**src/rtl/demux1x4_frame.sv**
```systemverilog
// rtl/demux1x4_frame.sv - registered 1-to-4 demultiplexer with addressed and round-robin frame modes
//
// Optional feature macro: DEMUX_SHADOW_EN
//   defined   : frame-mode words for A-C are staged in shadow registers and all
//               four outputs are committed together on the slot-3 write.
//   undefined : every frame-mode word goes straight to its channel output.
//
// Ports:
//   clk         system clock, rising edge
//   reset_n     synchronous active-low reset
//   din         input data word (WIDTH bits)
//   din_valid   qualifies din; consumed every cycle it is high
//   select      destination channel in addressed mode (0=A .. 3=D)
//   mode        0 = addressed, 1 = frame (round-robin A->B->C->D)
//   A, B, C, D  registered channel outputs, hold until rewritten
//   out_valid   one-cycle write strobe per channel (bit 0 = A .. bit 3 = D)
//   slot        frame-mode index of the channel the next valid word fills
//   frame_done  one-cycle pulse when a full A-D frame completes
//   frame_cnt   completed frame count, modulo 256

module demux1x4_frame #(
    parameter int WIDTH = 4
) (
    input  logic             clk,
    input  logic             reset_n,
    input  logic [WIDTH-1:0] din,
    input  logic             din_valid,
    input  logic [1:0]       select,
    input  logic             mode,
    output logic [WIDTH-1:0] A,
    output logic [WIDTH-1:0] B,
    output logic [WIDTH-1:0] C,
    output logic [WIDTH-1:0] D,
    output logic [3:0]       out_valid,
    output logic [1:0]       slot,
    output logic             frame_done,
    output logic [7:0]       frame_cnt
);

    typedef enum logic {IDLE, FILL} state_t;

    state_t           state, state_nxt;
    logic             mode_q;
    logic [WIDTH-1:0] a_nxt, b_nxt, c_nxt, d_nxt;
    logic [3:0]       out_valid_nxt;
    logic [1:0]       slot_nxt;
    logic             frame_done_nxt;
    logic [7:0]       frame_cnt_nxt;

    // A change of mode relative to the previous cycle aborts any partial
    // frame; the word of this cycle is then handled from a clean IDLE/slot 0.
    logic             abort;
    state_t           cur_state;
    logic [1:0]       cur_slot;
    logic [1:0]       wr_slot;

`ifdef DEMUX_SHADOW_EN
    logic [WIDTH-1:0] sh_a, sh_b, sh_c;
    logic [WIDTH-1:0] sh_a_nxt, sh_b_nxt, sh_c_nxt;
`endif

    always_comb begin
        a_nxt          = A;
        b_nxt          = B;
        c_nxt          = C;
        d_nxt          = D;
        out_valid_nxt  = 4'b0000;
        frame_done_nxt = 1'b0;
        frame_cnt_nxt  = frame_cnt;
        abort          = (mode != mode_q);
        cur_state      = abort ? IDLE : state;
        cur_slot       = abort ? 2'd0 : slot;
        wr_slot        = (cur_state == IDLE) ? 2'd0 : cur_slot;
        state_nxt      = cur_state;
        slot_nxt       = cur_slot;
`ifdef DEMUX_SHADOW_EN
        sh_a_nxt       = abort ? '0 : sh_a;
        sh_b_nxt       = abort ? '0 : sh_b;
        sh_c_nxt       = abort ? '0 : sh_c;
`endif

        if (!mode) begin
            state_nxt = IDLE;
            slot_nxt  = 2'd0;
            if (din_valid) begin
                out_valid_nxt[select] = 1'b1;
                case (select)
                    2'd0:    a_nxt = din;
                    2'd1:    b_nxt = din;
                    2'd2:    c_nxt = din;
                    default: d_nxt = din;
                endcase
            end
        end else if (din_valid) begin
            if (wr_slot == 2'd3) begin
                d_nxt          = din;
                frame_done_nxt = 1'b1;
                frame_cnt_nxt  = frame_cnt + 8'd1;
                slot_nxt       = 2'd0;
                state_nxt      = IDLE;
`ifdef DEMUX_SHADOW_EN
                a_nxt          = sh_a;
                b_nxt          = sh_b;
                c_nxt          = sh_c;
                out_valid_nxt  = 4'b1111;
`else
                out_valid_nxt  = 4'b1000;
`endif
            end else begin
                slot_nxt  = wr_slot + 2'd1;
                state_nxt = FILL;
`ifdef DEMUX_SHADOW_EN
                case (wr_slot)
                    2'd0:    sh_a_nxt = din;
                    2'd1:    sh_b_nxt = din;
                    default: sh_c_nxt = din;
                endcase
`else
                out_valid_nxt[wr_slot] = 1'b1;
                case (wr_slot)
                    2'd0:    a_nxt = din;
                    2'd1:    b_nxt = din;
                    default: c_nxt = din;
                endcase
`endif
            end
        end
    end

    always_ff @(posedge clk) begin
        if (!reset_n) begin
            state      <= IDLE;
            mode_q     <= 1'b0;
            A          <= '0;
            B          <= '0;
            C          <= '0;
            D          <= '0;
            out_valid  <= 4'b0000;
            slot       <= 2'd0;
            frame_done <= 1'b0;
            frame_cnt  <= 8'd0;
`ifdef DEMUX_SHADOW_EN
            sh_a       <= '0;
            sh_b       <= '0;
            sh_c       <= '0;
`endif
        end else begin
            state      <= state_nxt;
            mode_q     <= mode;
            A          <= a_nxt;
            B          <= b_nxt;
            C          <= c_nxt;
            D          <= d_nxt;
            out_valid  <= out_valid_nxt;
            slot       <= slot_nxt;
            frame_done <= frame_done_nxt;
            frame_cnt  <= frame_cnt_nxt;
`ifdef DEMUX_SHADOW_EN
            sh_a       <= sh_a_nxt;
            sh_b       <= sh_b_nxt;
            sh_c       <= sh_c_nxt;
`endif
        end
    end

endmodule

```
**config.mk**
```make
export PLATFORM = sky130hd
export DESIGN_NAME = demux1x4_frame
export DESIGN_NICKNAME = d
export VERILOG_FILES = /design/src/rtl/demux1x4_frame.sv
export SDC_FILE = /design/constraint.sdc
export NUM_CORES = 1
export LEC_CHECK = 0
export ABC_AREA = 1
export BUFFER_PORTS_ARGS = -buffer_cell sky130_fd_sc_hd__buf_4
export CAP_MARGIN = 20
export CORE_MARGIN = 3
export CORE_UTILIZATION = 46
export DETAILED_ROUTE_END_ITERATION = 6
export MAX_ROUTING_LAYER = met4
export PLACE_DENSITY = 0.71
export SETUP_SLACK_MARGIN = 0.3
export SYNTH_ARGS = -nofsm -noshare
export SYNTH_HDL_FRONTEND = slang
export SYNTH_SLANG_ARGS = --single-unit
```
**constraint.sdc**
```tcl
create_clock -name clk -period 1.8 [get_ports clk]
set_input_delay 0.09 -clock clk [delete_from_list [all_inputs] [get_ports clk]]
set_output_delay 0.09 -clock clk [all_outputs]
set_load 0.05 [all_outputs]
```
Word level (Yosys, flattened, before mapping) --
Index checks and enable logic that the tools add are counted.
Cells by class: add/sub/neg operators 2, reductions and logical operators 16, equal/unequal tests 11, muxes and demuxes 39, magnitude comparators 4
Operators by type and width (count):
- 4-bit 2-to-1 mux | 27
- 4-bit AND reduction | 3
- 3-bit AND reduction | 3
- 8-bit by 1-bit adder with 8-bit output, second input constant | 1
- 2-bit 2-to-1 mux | 4
- 2-bit by 1-bit inequality test with 1-bit output, second input constant | 4
- 2-bit by 3-bit < comparator with 1-bit output, second input constant | 2
- 1-bit 2-to-1 mux | 6
- 2-bit nonzero test | 3
- 1-bit demux with 2-bit select | 2
- 2-bit by 1-bit equality test with 1-bit output, second input constant | 2
- 2-bit equality test, second input constant | 2
- 2-bit by 1-bit greater-or-equal comparator with 1-bit output, second input constant | 2
- 2-bit logical NOT | 2
- 2-bit inequality test, second input constant | 2
- 3-bit OR reduction | 1
- 2-bit by 1-bit adder with 2-bit output, second input constant | 1
- 1-bit logical AND | 2
- 2-bit AND reduction | 1
- 2-bit OR reduction | 1
- 1-bit inequality test | 1
Storage, ports and cells: input bits 10, register bits after elaboration 33

Logic depth before layout (Yosys ltp) --
Gate-level depths: netlist (run 1).
depth after elaboration 10, mapped depth 14, mapped depth without buffers 12

Least setup slack after synthesis (run 1) --
Ideal clock, no wire load.
path kind register to register, start reg slot[0], end reg B[0], cell stages (with the launch flop) 11, arrival time 1926 ps, setup time 117 ps, path slack -242 ps, data required time 1683 ps, clock period less this slack 2042 ps, cells stage by stage dfxtp_1 -> a21boi_0 -> nand2_1 -> inv_1 -> ha_1 -> nand2_1 -> nand2_1 -> inv_2 -> buf_4 -> a21oi_1 -> nor2_1
On the way: cells in the longest elaborated chain, start to end 5, elaborated cells between the ends (all ways) 7, classes of those cells 4 x eq/ne; 2 x mux; 1 x reduce/logical
Ends and longest elaborated chain:
- start, declared | line 35 | output logic [1:0] slot,
- start signal, assigned | line 155 | slot <= slot_nxt;
- 2-bit 2-to-1 mux (*) | line 72 | cur_slot = abort ? 2'd0 : slot;
- 2-bit 2-to-1 mux (*) | line 73 | wr_slot = (cur_state == IDLE) ? 2'd0 : cur_slot;
- 2-bit by 1-bit equality test with 1-bit output or 2-bit equality test (tied branches) | line 120, 95
- 2-bit by 1-bit inequality test with 1-bit output (no line) or 2-bit inequality test (tied branches)
- 4-bit AND reduction (no line) (*)
- end signal, assigned | line 151 | B <= b_nxt;
- end, declared | line 31 | output logic [WIDTH-1:0] B,
Mark *: on every way between the ends. The rest lies on a longest branch, timed or not. A chain may end at the register's enable or synchronous reset.

Final worst setup path (run 1) --
start reg mode_q, end reg C[1]
On the way: cells in the longest elaborated chain, start to end 7, elaborated cells between the ends (all ways) 11, classes of those cells 5 x eq/ne; 3 x mux; 3 x reduce/logical
Ends and longest elaborated chain:
- start, declared | line 43 | logic mode_q;
- start signal, assigned | line 149 | mode_q <= mode;
- 1-bit inequality test (*) | line 70 | abort = (mode != mode_q);
- 2-bit 2-to-1 mux or 1-bit 2-to-1 mux (tied branches) | line 72, 71
- 2-bit 2-to-1 mux (*) | line 73
- 2-bit by 1-bit equality test with 1-bit output or 2-bit logical NOT (tied branches) | line 120 | case (wr_slot)
- 2-bit OR reduction (no line)
- 2-bit inequality test (no line)
- 4-bit AND reduction (no line) (*)
- end signal, assigned | line 152 | C <= c_nxt;
- end, declared | line 32 | output logic [WIDTH-1:0] C,
Marked as above.

==> results.yml, run 1 <==
outcome:
  status: "completed"
power_and_ir_drop:
  power.density_nw_per_um2: 690
  leakage_nw: 0.985
  peakVddDrop_uv: 470
cells_and_area:
  n_fill_cell: 276
  final_core_util_pct: 68.5
  fin_nets: 270
  layout-drive-gt1-share_pct: 40.4
  diodes: 0
  area_delta_synth_final_pct: 41.0
floorplanning:
  die_area_um2: 3970
  pin_count: 41
  rows: 20
  core-area_um2: 3080
  start_util_pct: 48.6
  die_x_um: 63.0
  die_h_um: 63.0
timing:
  setup-violations-final: 0
  rsz0062_at_grt: "yes"
  skew_ns: 0.00455
  finalCriticalPeriod_ns: 1.61
  max_freq_mhz: 621
  fin_tns_setup_ns: 0
  worst_pin_slew_ns: 0.748
  layout_worst_path_cycle_share_pct: 89.5
  slew_headroom_pct: 49.6
  hold_violations: 0
  drv_slew: 0
clock_network:
  insertion_delay_ns: 0.33
  cts_buffers: 5
  cts_tree: "done"
  hold_buffers: 0
  clock_sinks: 33
  ctsHtreeMaxLevel: 2
  cts_buffer_depth: 2
  cts.reportedPaths.clkPinSlew_ns: 0.10
  cts-root-buf: "clkbuf_4"
setup_path:
  reg2regPathDepth: 11
  crit_path_end_kind: "flip-flop"
  ff2ff_setup_slack_ns: 0.19
  cp_max_fo: 8
  cp.arrival_ns: 1.84
  crit_start: "mode_q$_SDFF_PN0_"
  critPathRequiredTime_ns: 2.03
  path_class: "reg -> reg"
  start_kind: "flip-flop"
  timing.rr.start: "mode_q$_SDFF_PN0_"
  worst_r2r_endpoint: "C[1]$_SDFFE_PN0P_"
yosys:
  synth-seq-area-share_pct: 44.2
  netlist_area_um2: 1500
  ys_warn_count: 0
  synth.area.top_cells: "dfxtp_1 (44%), nand2_1 (11%), a21oi_1 (7.0%), nor2_1 (7.0%), nand3_1 (6.4%)"
  synth.distinct_cells: 23
  yosys.area.top_type: "dfxtp_1"
  synth_seq_cells: 33
  synth_area_per_cell_um2: 7.33
  synth_fp_nets: 220
  synth_top_area_share_pct: 44.2
  netlist_instances: 204
worst_hold_path:
  worstHoldStart: "din[1]"
  hold_end: "D[1]$_SDFFE_PN0P_"
  whs_path_depth: 3
  hp-class: "in -> reg"
routing:
  dr.pass1.iters: 4
  vias: 1438
  drc: 0
  drtIter0Drc: 61
  postRouteAntennaNets: 0
  wl_mm: 3.35
  wl_per_cell_um: 11.2
  vias_per_cell: 4.81
global_routing:
  grt-ovfl-total: 0
  track_usage_pct: 19.0
  grt_max_degree: 20
  grt_pass1_vias: 1315
  grt_pass1_wl_mm: 5.80
  antenna_found_initial: 0
place:
  gp_congestion: 0.824
  dpl.hpwl_mm: 2.46
  portBuffers: 40
flow_run:
  drv_cap: 0
==> stage by stage <==
step	area (um^2)	hold WS, ns	instances	power [W]	worst slack [ns]
6_report	2110	0.0118	299	0.00145	0.189
2_1_floorplan	1580	0.225	204	0.000926	0.228
4_1_cts	2050	0.00650	297	0.00146	0.195
5_1_grt	2110	0.0176	299	0.00154	0.0556
3_5_place_dp	1910	0.354	285	0.000991	0.0701
3_3_place_gp	1910	0.346	285	0.000990	0.103
==> sequential cells by signal, indices dropped and copies added (netlist names) <==
name	count
frame_cnt	8
slot	2
C	4
mode_q	1
frame_done	1
out_valid	4
D	4
B	4
state	1
A	4
==> logic make-up after synthesis <==
logic type      count (synthesis)  synth area share (%)
compound gates                 33                  12.1
flops                          33                  44.2
simple gates                  100                  29.5
buf+inv                        31                  8.62
xor+xnor                        1                 0.586
fa+ha+maj                       6                  5.02
==> timing repair <==
| action | CTS | global route |
|---|---|---|
| setup buffers | 4 | 2 |
| gates resized for setup | 12 | 11 |
| pin swaps | 10 | 10 |
| setup endpoints to repair | 23 | 26 |
==> area by class of cell <==
cell class	count	area [um^2]	share of cell area, %
clock inverter	1	5.00	0.237
inverter	27	104	4.93
sequential	33	669	31.8
multi-input combinational	140	857	40.7
clock buffer	7	65.1	3.09
timing repair buffer	47	353	16.7
tap	44	55.1	2.61
==> critical path: stages (launching register included) <==
cell and delay [ns]:
dfxtp_2 0.35, inv_2 0.05, nand2_2 0.05, a21boi_2 0.16, nand2_2 0.11, ha_2 0.19
inv_2 0.05, nand2_2 0.06, o21ai_4 0.27, nand3_1 0.11, nand2_1 0.08, nor2_1 0.04
==> Yosys cell counts (all sizes together) <==
cell,number
clkinv,1
o21a,2
dfxtp,33
ha,6
a21oi,21
inv,26
a21boi,1
nor3b,1
nand4,3
nor2,31
o21ai,9
xor2,1
buf,4
nand2,45
nand3,20
==> layout by cell type, fill, tap and decap left out, types with 2 or more instances in the layout <==
master,synthesis,final
buf_4,1,47
nand2_1,45,35
dfxtp_1,33,30
nor2_1,28,27
inv_1,24,19
nand3_1,19,14
a21oi_2,0,11
a21oi_1,21,10
nand2_2,0,8
inv_2,2,6
o21ai_0,7,6
nand3_2,0,5
clkbuf_4,0,5
nor2_4,2,3
nand4_1,3,3
ha_1,6,3
nand2_4,0,2
o21a_1,2,2
o21ai_2,2,2
ha_4,0,2
clkbuf_8,0,2
dfxtp_4,0,2
==> worst max path at each step <==
stage	endpoint	cells past startpoint
after global placement	A[1]$_SDFFE_PN0P_	12
after floorplan	C[2]$_SDFFE_PN0P_	9
after CTS	C[0]$_SDFFE_PN0P_	11
final	C[1]$_SDFFE_PN0P_	11
after detailed placement	A[0]$_SDFFE_PN0P_	12
after global routing	frame_cnt[6]$_SDFFE_PN0P_	12
==> report_power, final <==
part / switching, W / leakage (nW) / internal [W]
clock network: 0.000243 / 0.0413 / 0.000226
logic: 0.000153 / 0.673 / 0.0000705
registers: 0.0000131 / 0.270 / 0.000749
total: 0.000409 / 0.985 / 0.00105
==> metal layers <==
layer  track usage, %  share of wire (%)  routed length [um]  vias up
li1                 -                  -                   -      750
met1             22.2                 46                1530      649
met2             28.9                 46                1540       32
met3             7.37                6.5                 217        7
met4             8.26                2.0                  68        0
met5                -                  0                   0        -
(Power assumes the default switching activity.)
==> run 2, diff against run 1 <==
--- a/config.mk
+++ b/config.mk
@@ -8,11 +8,12 @@
 export ABC_AREA = 1
 export BUFFER_PORTS_ARGS = -buffer_cell sky130_fd_sc_hd__buf_4
 export CAP_MARGIN = 20
+export CORE_ASPECT_RATIO = 1.25
 export CORE_MARGIN = 3
-export CORE_UTILIZATION = 46
+export CORE_UTILIZATION = 55
 export DETAILED_ROUTE_END_ITERATION = 6
 export MAX_ROUTING_LAYER = met4
-export PLACE_DENSITY = 0.71
+export PLACE_DENSITY = 0.8
 export SETUP_SLACK_MARGIN = 0.3
 export SYNTH_ARGS = -nofsm -noshare
 export SYNTH_HDL_FRONTEND = slang
==> constraint.sdc (replaced) <==
create_clock -name clk -period 1.9 [get_ports clk]
set_input_delay 0.095 -clock clk [delete_from_list [all_inputs] [get_ports clk]]
set_output_delay 0.095 -clock clk [all_outputs]
set_load 0.05 [all_outputs]
==> results.yml, run 2 (same netlist as run 1, synthesis figures left out) <==
outcome:
  status: "completed"
global_routing:
  grt_max_degree: 20
  grt_pass1_vias: 1446
  grt-ovfl-total: 0
  track_usage_pct: 24.6
  antenna_found_initial: 0
  grt_pass1_wl_mm: 6.09
clock_network:
  hold_buffers: 0
  cts.reportedPaths.clkPinSlew_ns: 0.11
  insertion_delay_ns: 0.34
  cts_tree: "done"
  clock_sinks: 33
  ctsHtreeMaxLevel: 2
  cts_buffer_depth: 2
  cts_buffers: 5
  cts-root-buf: "clkbuf_4"
flow_run:
  drv_cap: 0
timing:
  hold_violations: 0
  worst_pin_slew_ns: 0.716
  skew_ns: 0.0159
  layout_worst_path_cycle_share_pct: 91.3
  finalCriticalPeriod_ns: 1.74
  fin_hold_ws_ns: 0.0262
  drv_slew: 0
  rsz0062_at_grt: "yes"
  slew_headroom_pct: 51.8
  fin_tns_setup_ns: 0
  setup-violations-final: 0
  max_freq_mhz: 576
routing:
  postRouteAntennaNets: 0
  drtIter0Drc: 43
  vias: 1499
  wl_per_cell_um: 13.4
  dr.pass1.iters: 4
  vias_per_cell: 5.15
  wl_mm: 3.89
  drc: 0
floorplanning:
  pin_count: 41
  core-area_um2: 2500
  rows: 20
  die_h_um: 64.3
  die_x_um: 52.6
  die_area_um2: 3380
  start_util_pct: 59.7
cells_and_area:
  final_cell_mix: "buf_4 (50), nand2_1 (34), dfxtp_1 (30), nor2_1 (27), inv_1 (20)"
  layout-drive-gt1-share_pct: 36.0
  largest_reg_flops: 8
  area_delta_synth_final_pct: 39.2
  diodes: 0
  final_common_cell: "buf_4"
  fin_nets: 273
  regMostFlops: "frame_cnt"
worst_hold_path:
  hp-class: "in -> reg"
setup_path:
  critPathRequiredTime_ns: 2.17
  critical_path.endpoint: "A[0]$_SDFFE_PN0P_"
  start_kind: "flip-flop"
  crit_path_end_kind: "flip-flop"
  path_class: "reg -> reg"
  timing.rr.start: "mode_q$_SDFF_PN0_"
  ff2ff_setup_slack_ns: 0.16
  crit_start: "mode_q$_SDFF_PN0_"
  reg2regPathDepth: 11
  cp_max_fo: 5
  cp.arrival_ns: 2.00
  worst_r2r_endpoint: "A[0]$_SDFFE_PN0P_"
power_and_ir_drop:
  power.density_nw_per_um2: 692
  leakage_nw: 0.999
  peakVddDrop_uv: 488
place:
  portBuffers: 40
  gp_congestion: 0.877
  dpl.hpwl_mm: 2.59
run 2: report_power, final:
group	total, W	leakage [nW]	switching (W)	internal (W)
clock network	0.000508	0.0422	0.000232	0.000276
logic	0.000209	0.687	0.000145	0.0000637
registers	0.000723	0.270	0.0000132	0.000709
total	0.00144	0.999	0.000391	0.00105
run 2: layer usage:
layer	vias up	part of all wire (%)	GRT usage, %
met5	-	0	-
met4	0	1.3	9.58
met3	8	4.8	7.23
met2	39	54	41.9
met1	700	39	26.2
li1	752	-	-
run 2: layout make-up:
cell class	count	area, um^2
inverters	27	106
multi-input cells	140	812
clock inverters	2	35.0
flip-flops and latches	33	669
clock buffers	6	41.3
well taps	33	41.3
repair buffers	50	375
fillers	169	422
run 2: how the worst min path moves through the flow:
| stage | slack [ns] | from | to | depth (start not counted) |
|---|---|---|---|---|
| 3_5_place_dp | 0.36 | din[3] | D[3]$_SDFFE_PN0P_ | 3 |
| 2_1_floorplan | 0.23 | din[0] | D[0]$_SDFFE_PN0P_ | 2 |
| 4_1_cts | 0.01 | din[3] | D[3]$_SDFFE_PN0P_ | 3 |
| 3_3_place_gp | 0.36 | din[3] | D[3]$_SDFFE_PN0P_ | 3 |
| 6_report | 0.03 | din[1] | D[1]$_SDFFE_PN0P_ | 3 |
| 5_1_grt | 0.03 | din[1] | A[1]$_SDFFE_PN0P_ | 3 |
run 2: timing repair:
| item | 4_1_cts | 5_1_grt |
|---|---|---|
| pin swaps | 9 | 8 |
| buffers inserted | 7 | 3 |
| resized for setup | 15 | 12 |
| endpoints found under the setup margin | 23 | 26 |
run 2: stage by stage:
step | instance area (um^2) | util (%) | worst slack (ns) | instances | total power [W]
6_report | 2080 | 83.2 | 0.165 | 291 | 0.00144
4_1_cts | 2010 | 80.4 | 0.216 | 288 | 0.00143
5_1_grt | 2080 | 83.2 | 0.0807 | 291 | 0.00151
2_1_floorplan | 1530 | - | 0.312 | 204 | 0.000869
3_5_place_dp | 1840 | 73.7 | 0.125 | 273 | 0.000929
3_3_place_gp | 1840 | 73.7 | 0.168 | 273 | 0.000925
run 2: worst max-delay path, stage by stage (launching register included):
cell and delay (ns):
dfxtp_2 0.37, nand2_2 0.08, a21boi_2 0.18, nand2_2 0.12
inv_2 0.12, ha_4 0.16, nand2_1 0.12, nand2_4 0.14
nor2_4 0.06, nand2_2 0.08, nand2_1 0.08, a21oi_1 0.15
